**config.mk**
```make
export PLATFORM = sky130hd
export DESIGN_NAME = usb_data_buffer
export DESIGN_NICKNAME = d
export VERILOG_FILES = /design/src/rtl/usb_data_buffer.sv
export SDC_FILE = /design/constraint.sdc
export NUM_CORES = 1
export LEC_CHECK = 0
export BUFFER_PORTS_ARGS = -buffer_cell sky130_fd_sc_hd__buf_2
export CORE_MARGIN = 1
export CORE_UTILIZATION = 45
export CTS_CLUSTER_SIZE = 10
export DETAILED_ROUTE_END_ITERATION = 12
export PLACE_DENSITY_LB_ADDON = 0.3
export SLEW_MARGIN = 20
export SYNTH_ARGS = -nofsm -noshare
export SYNTH_HDL_FRONTEND = slang
export SYNTH_SLANG_ARGS = --single-unit
```
**constraint.sdc**
```tcl
create_clock -name clk -period 2.9 [get_ports clk]
set_clock_uncertainty 0.2 [all_clocks]
set_input_delay 0.29 -clock clk [delete_from_list [all_inputs] [get_ports clk]]
set_output_delay 0.29 -clock clk [all_outputs]
set_load 0.01 [all_outputs]
```
**src/rtl/usb_data_buffer.sv**
```systemverilog
// Byte FIFO shared by the USB slave and RX/TX packet engines, with show-ahead head outputs.
// Define USB_BUFFER_ERR_FLAGS_EN to add the sticky buffer_error output.
module usb_data_buffer #(
    parameter int unsigned DEPTH  = 64,
    parameter int unsigned ADDR_W = 6
) (
    input  logic              clk,
    input  logic              n_rst,
    input  logic              clear,
    input  logic              store_tx_data,
    input  logic [7:0]        tx_data,
    input  logic              get_rx_data,
    output logic [7:0]        rx_data,
    input  logic              store_rx_packet_data,
    input  logic [7:0]        rx_packet_data,
    input  logic              get_tx_packet_data,
    output logic [7:0]        tx_packet_data,
`ifdef USB_BUFFER_ERR_FLAGS_EN
    output logic              buffer_error,
`endif
    output logic [ADDR_W:0]   buffer_occupancy
);

    localparam logic [ADDR_W:0] FULL_CNT = (ADDR_W + 1)'(DEPTH);

    logic [7:0]        mem [DEPTH];
    logic [ADDR_W-1:0] wptr_q, wptr_d;
    logic [ADDR_W-1:0] rptr_q, rptr_d;
    logic [ADDR_W:0]   cnt_q, cnt_d;

    logic       push, pop_req, empty, full, do_push, do_pop;
    logic [7:0] push_byte, head;

    assign push      = store_tx_data | store_rx_packet_data;
    // Slave write wins a collision; the RX engine byte is dropped.
    assign push_byte = store_tx_data ? tx_data : rx_packet_data;
    assign pop_req   = get_rx_data | get_tx_packet_data;
    assign empty     = (cnt_q == '0);
    assign full      = (cnt_q == FULL_CNT);

    // A push into a full buffer is only accepted when a pop frees the slot in the same cycle.
    assign do_push = push & ~clear & (~full | pop_req);
    assign do_pop  = pop_req & ~clear & ~empty;

    always_comb begin
        wptr_d = wptr_q;
        rptr_d = rptr_q;
        cnt_d  = cnt_q;
        if (clear) begin
            wptr_d = '0;
            rptr_d = '0;
            cnt_d  = '0;
        end else begin
            if (do_push) wptr_d = wptr_q + 1'b1;
            if (do_pop)  rptr_d = rptr_q + 1'b1;
            if (do_push && !do_pop) cnt_d = cnt_q + 1'b1;
            else if (!do_push && do_pop) cnt_d = cnt_q - 1'b1;
        end
    end

    always_ff @(posedge clk or negedge n_rst) begin
        if (!n_rst) begin
            wptr_q <= '0;
            rptr_q <= '0;
            cnt_q  <= '0;
        end else begin
            wptr_q <= wptr_d;
            rptr_q <= rptr_d;
            cnt_q  <= cnt_d;
        end
    end

    always_ff @(posedge clk) begin
        if (do_push) mem[wptr_q] <= push_byte;
    end

    assign head             = empty ? 8'h00 : mem[rptr_q];
    assign rx_data          = head;
    assign tx_packet_data   = head;
    assign buffer_occupancy = cnt_q;

`ifdef USB_BUFFER_ERR_FLAGS_EN
    logic err_q, err_d, err_set;

    assign err_set = (push & full & ~pop_req) | (pop_req & empty)
                   | (store_tx_data & store_rx_packet_data);

    always_comb begin
        err_d = err_q | err_set;
        if (clear) err_d = 1'b0;
    end

    always_ff @(posedge clk or negedge n_rst) begin
        if (!n_rst) err_q <= 1'b0;
        else        err_q <= err_d;
    end

    assign buffer_error = err_q;
`endif

endmodule

```
==> out/results.ini <==
[pwr]
ir_drop_mv=0.5535
fin_total_pwr_mw=21.78
total_leakage_power_nw=8.043
power_density_nw_per_um2=856.8

[global_route]
number_of_antenna_violations_at_the_first_check_in_global_routing=0
global_route.overflow_total=0
grt_pass1_vias=11450
maximum_number_of_pins_on_one_net_before_global_route_repair=50
global_route_wire_length_before_repair_microns=72970
grt_use_total_pct=21.01

[clock_network]
clock_tree.htree_level_count=2
cts_root_buffer=sky130_fd_sc_hd__clkbuf_16
clockBufferDepth=3
sinks_on_clock_net=531
clk-insertion-delay-late_ps=610
cts_tree=yes
cts_clk_pin_slew_worst_paths_ps=60
cts-buffers-inserted=59

[cells_and_area]
area_growth_pct=20.15
num-nets-final=1254
final_cell_mix=sky130_fd_sc_hd__edfxtp_1 (512), sky130_fd_sc_hd__mux4_2 (120), sky130_fd_sc_hd__buf_4 (95)
filler_cell_count=3533
mostFrequentLayoutCell=sky130_fd_sc_hd__edfxtp_1
drive_above_1_share_pct=38.65
multi_input_comb_area_sq_um=5513
regArea_sq_um=15860
diodes=0

[timing]
finalHoldViolations=0
clock.fmax_mhz=299.9
grt_setup_unrepaired=yes
worst_slew_pin_slew_ps=1020
setup_viol=17
finalWorstPathRequiredPeriod_ps=3334
hold_slack_ps=79.11
post-route-worst-setup-slack_ps=-433.9
crit_share_post_route_pct=115.0
fin_max_slew_vios=0
maxSlewHeadroom_pct=32.00

[critical_path]
critical_path_arrival_ps=2840
worst-endpoint-required_ps=2410
setup.worst_path.end_class=output port
start_kind=register
slowest_stage=sky130_fd_sc_hd__mux4_2
critPathMaxStageDelay_ps=510
worst-setup-path-type=reg -> out
critical_path_peak_fanout=8
crit_path_cell_trace=buf_12, buf_16, mux4_2, a211oi_2, a21oi_2, o211a_1, buf_2

[floorplanning]
die_width_microns=218.8
ios=46
full_die_area_sq_um=47880
die_height_microns=218.8
core_sq_um=46460
start_util_pct=45.53
fp-row-count=79

[route]
routedWlPerCell_microns=26.11
drt.antenna.violating_nets=0
route.vias.total=10900
route.detailed.vias_per_inst=5.837
finalWirelength_microns=48750
first_iter_violations=1163
drc_violations=0
drt_pass1_iterations=5

[placed_design]
place.gp.congestion=0.8584
detailed_place_hpwl_microns=30690
place.port_buffers=45

[run]
maxCapViolCount=0

[logic_synthesis]
synthDistinctLibCells=53
postSynth.asyncResetShare_pct=3.578
synth.top_cell.area_share_pct=72.68
dominantRegCellSynth=sky130_fd_sc_hd__edfxtp_1
netlist.top_cell.by_area=sky130_fd_sc_hd__edfxtp_1
syn_area_per_cell_sq_um=20.07
synth.yosys.seq_area_share_pct=74.93
synth_enable_flop_cells=512
postSynthNetCount=1086
mappedNetlistArea_sq_um=21150
yosys_warnings=0
synthTopCellsByArea=sky130_fd_sc_hd__edfxtp_1 (73%), sky130_fd_sc_hd__mux4_2 (13%), sky130_fd_sc_hd__dfrtp_1 (2.2%)
ys_ff_latch=531
syn_inst=1054

[min_path]
min-delay-path-class=in -> reg

[run_status]
violations=negative setup slack
result_of_the_run=complete, but fails checks

==> worst max-delay path: cells and delay by family, from the launching register on <==
kind / cells / cell delay [ps]
compound gates: 3 / 820
mux: 1 / 510
flops: 1 / 460
buf+inv: 3 / 460
==> cell type report <==
type,instances,share of cell area [%]
sequential,531,62.41
multi-input combinational,452,21.69
clock buffer,97,6.533
timing repair buffer,172,6.188
tap,607,2.988
clock inverter,2,0.09846
inverter,6,0.08861
==> Yosys cell counts (3+ instances only) <==
cell,count
sky130_fd_sc_hd__a2111oi_0,5
sky130_fd_sc_hd__a211oi_1,19
sky130_fd_sc_hd__a21oi_1,20
sky130_fd_sc_hd__a221oi_1,16
sky130_fd_sc_hd__a22oi_1,8
sky130_fd_sc_hd__buf_1,10
sky130_fd_sc_hd__buf_2,15
sky130_fd_sc_hd__buf_4,16
sky130_fd_sc_hd__clkbuf_1,18
sky130_fd_sc_hd__dfrtp_1,19
sky130_fd_sc_hd__edfxtp_1,512
sky130_fd_sc_hd__ha_1,8
sky130_fd_sc_hd__inv_1,5
sky130_fd_sc_hd__mux2_2,8
sky130_fd_sc_hd__mux2i_1,34
sky130_fd_sc_hd__mux4_2,120
sky130_fd_sc_hd__nand2_1,23
sky130_fd_sc_hd__nand2b_1,3
sky130_fd_sc_hd__nand3_1,8
sky130_fd_sc_hd__nor2_1,84
sky130_fd_sc_hd__nor2b_1,6
sky130_fd_sc_hd__o211a_1,8
sky130_fd_sc_hd__o21ai_0,7
sky130_fd_sc_hd__o21ai_1,17
sky130_fd_sc_hd__o221ai_1,3
sky130_fd_sc_hd__o22ai_1,13
sky130_fd_sc_hd__o31ai_1,4
sky130_fd_sc_hd__or2_2,3
sky130_fd_sc_hd__xnor2_1,4
sky130_fd_sc_hd__xor2_1,7
==> registers in the layout, indices dropped and copies added (netlist names) <==
signal / flops
buffer_occupancy: 7
mem: 512
rptr_q: 6
wptr_q: 6
==> metal layers <==
layer | routed length [microns] | global-route usage (%) | up-vias
li1 | - | - | 4696
met1 | 20450 | 29.07 | 5743
met2 | 24030 | 33.99 | 365
met3 | 3028 | 3.326 | 93
met4 | 1242 | 7.407 | 0
met5 | 0 | 0 | -
==> timing repair <==
item	in CTS	in global routing
endpoints found under the hold margin	35	0
cloned	5	1
pin swaps	22	18
resized for setup	97	58
buffers inserted	9	6
hold buffers	3	0
setup endpoints to repair	16	25
==> power breakdown <==
group          switching (mW)  total, mW  internal [mW]
clock network            2.79       6.64           3.85
logic                    3.12       6.45           3.33
registers               0.111       8.69           8.58
total                    6.02       21.8           15.8
==> metrics by stage <==
step,std cells,instance area (sq um),util [%],TNS (ps),setup WS [ps]
floorplan,1054,21180,-,0,9.578
detailed placement,1748,22740,48.94,-199.7,-61.30
global route,1867,25420,54.71,-8052,-491.2
CTS,1862,25110,54.06,-6590,-445.9
global placement,1748,22740,48.94,-153.3,-53.67
finish,1867,25420,54.71,-6316,-433.9
==> worst paths after layout <==
check | start | endpoint | slack (ps) | cells past startpoint
setup / recovery | rptr_q[0] | tx_packet_data[5] | -430 | 7
hold reg to reg | buffer_occupancy[1] | buffer_occupancy[1] | 420 | 3
min in group asynchronous | n_rst | wptr_q[1] | 760 | 3
hold / removal | get_rx_data | buffer_occupancy[6] | 80 | 5
max in group asynchronous | n_rst | rptr_q[0] | 1010 | 3
setup reg to reg | buffer_occupancy[2] | buffer_occupancy[6] | -70 | 12
==> logic make-up (layout without fill, tap and decap cells) <==
family,after synthesis,count (layout),share of synthesized area [%]
flip-flops,531,531,74.93
multiplexers,163,163,14.86
AND/OR/NAND/NOR,142,142,3.011
AO/OA/AOI/OAI,127,127,4.211
buffers and inverters,71,277,1.964
XOR/XNOR,11,11,0.4554
adder cells (fa/ha/maj),9,9,0.5678
No activity file was read; power rests on OpenSTA's default activity.
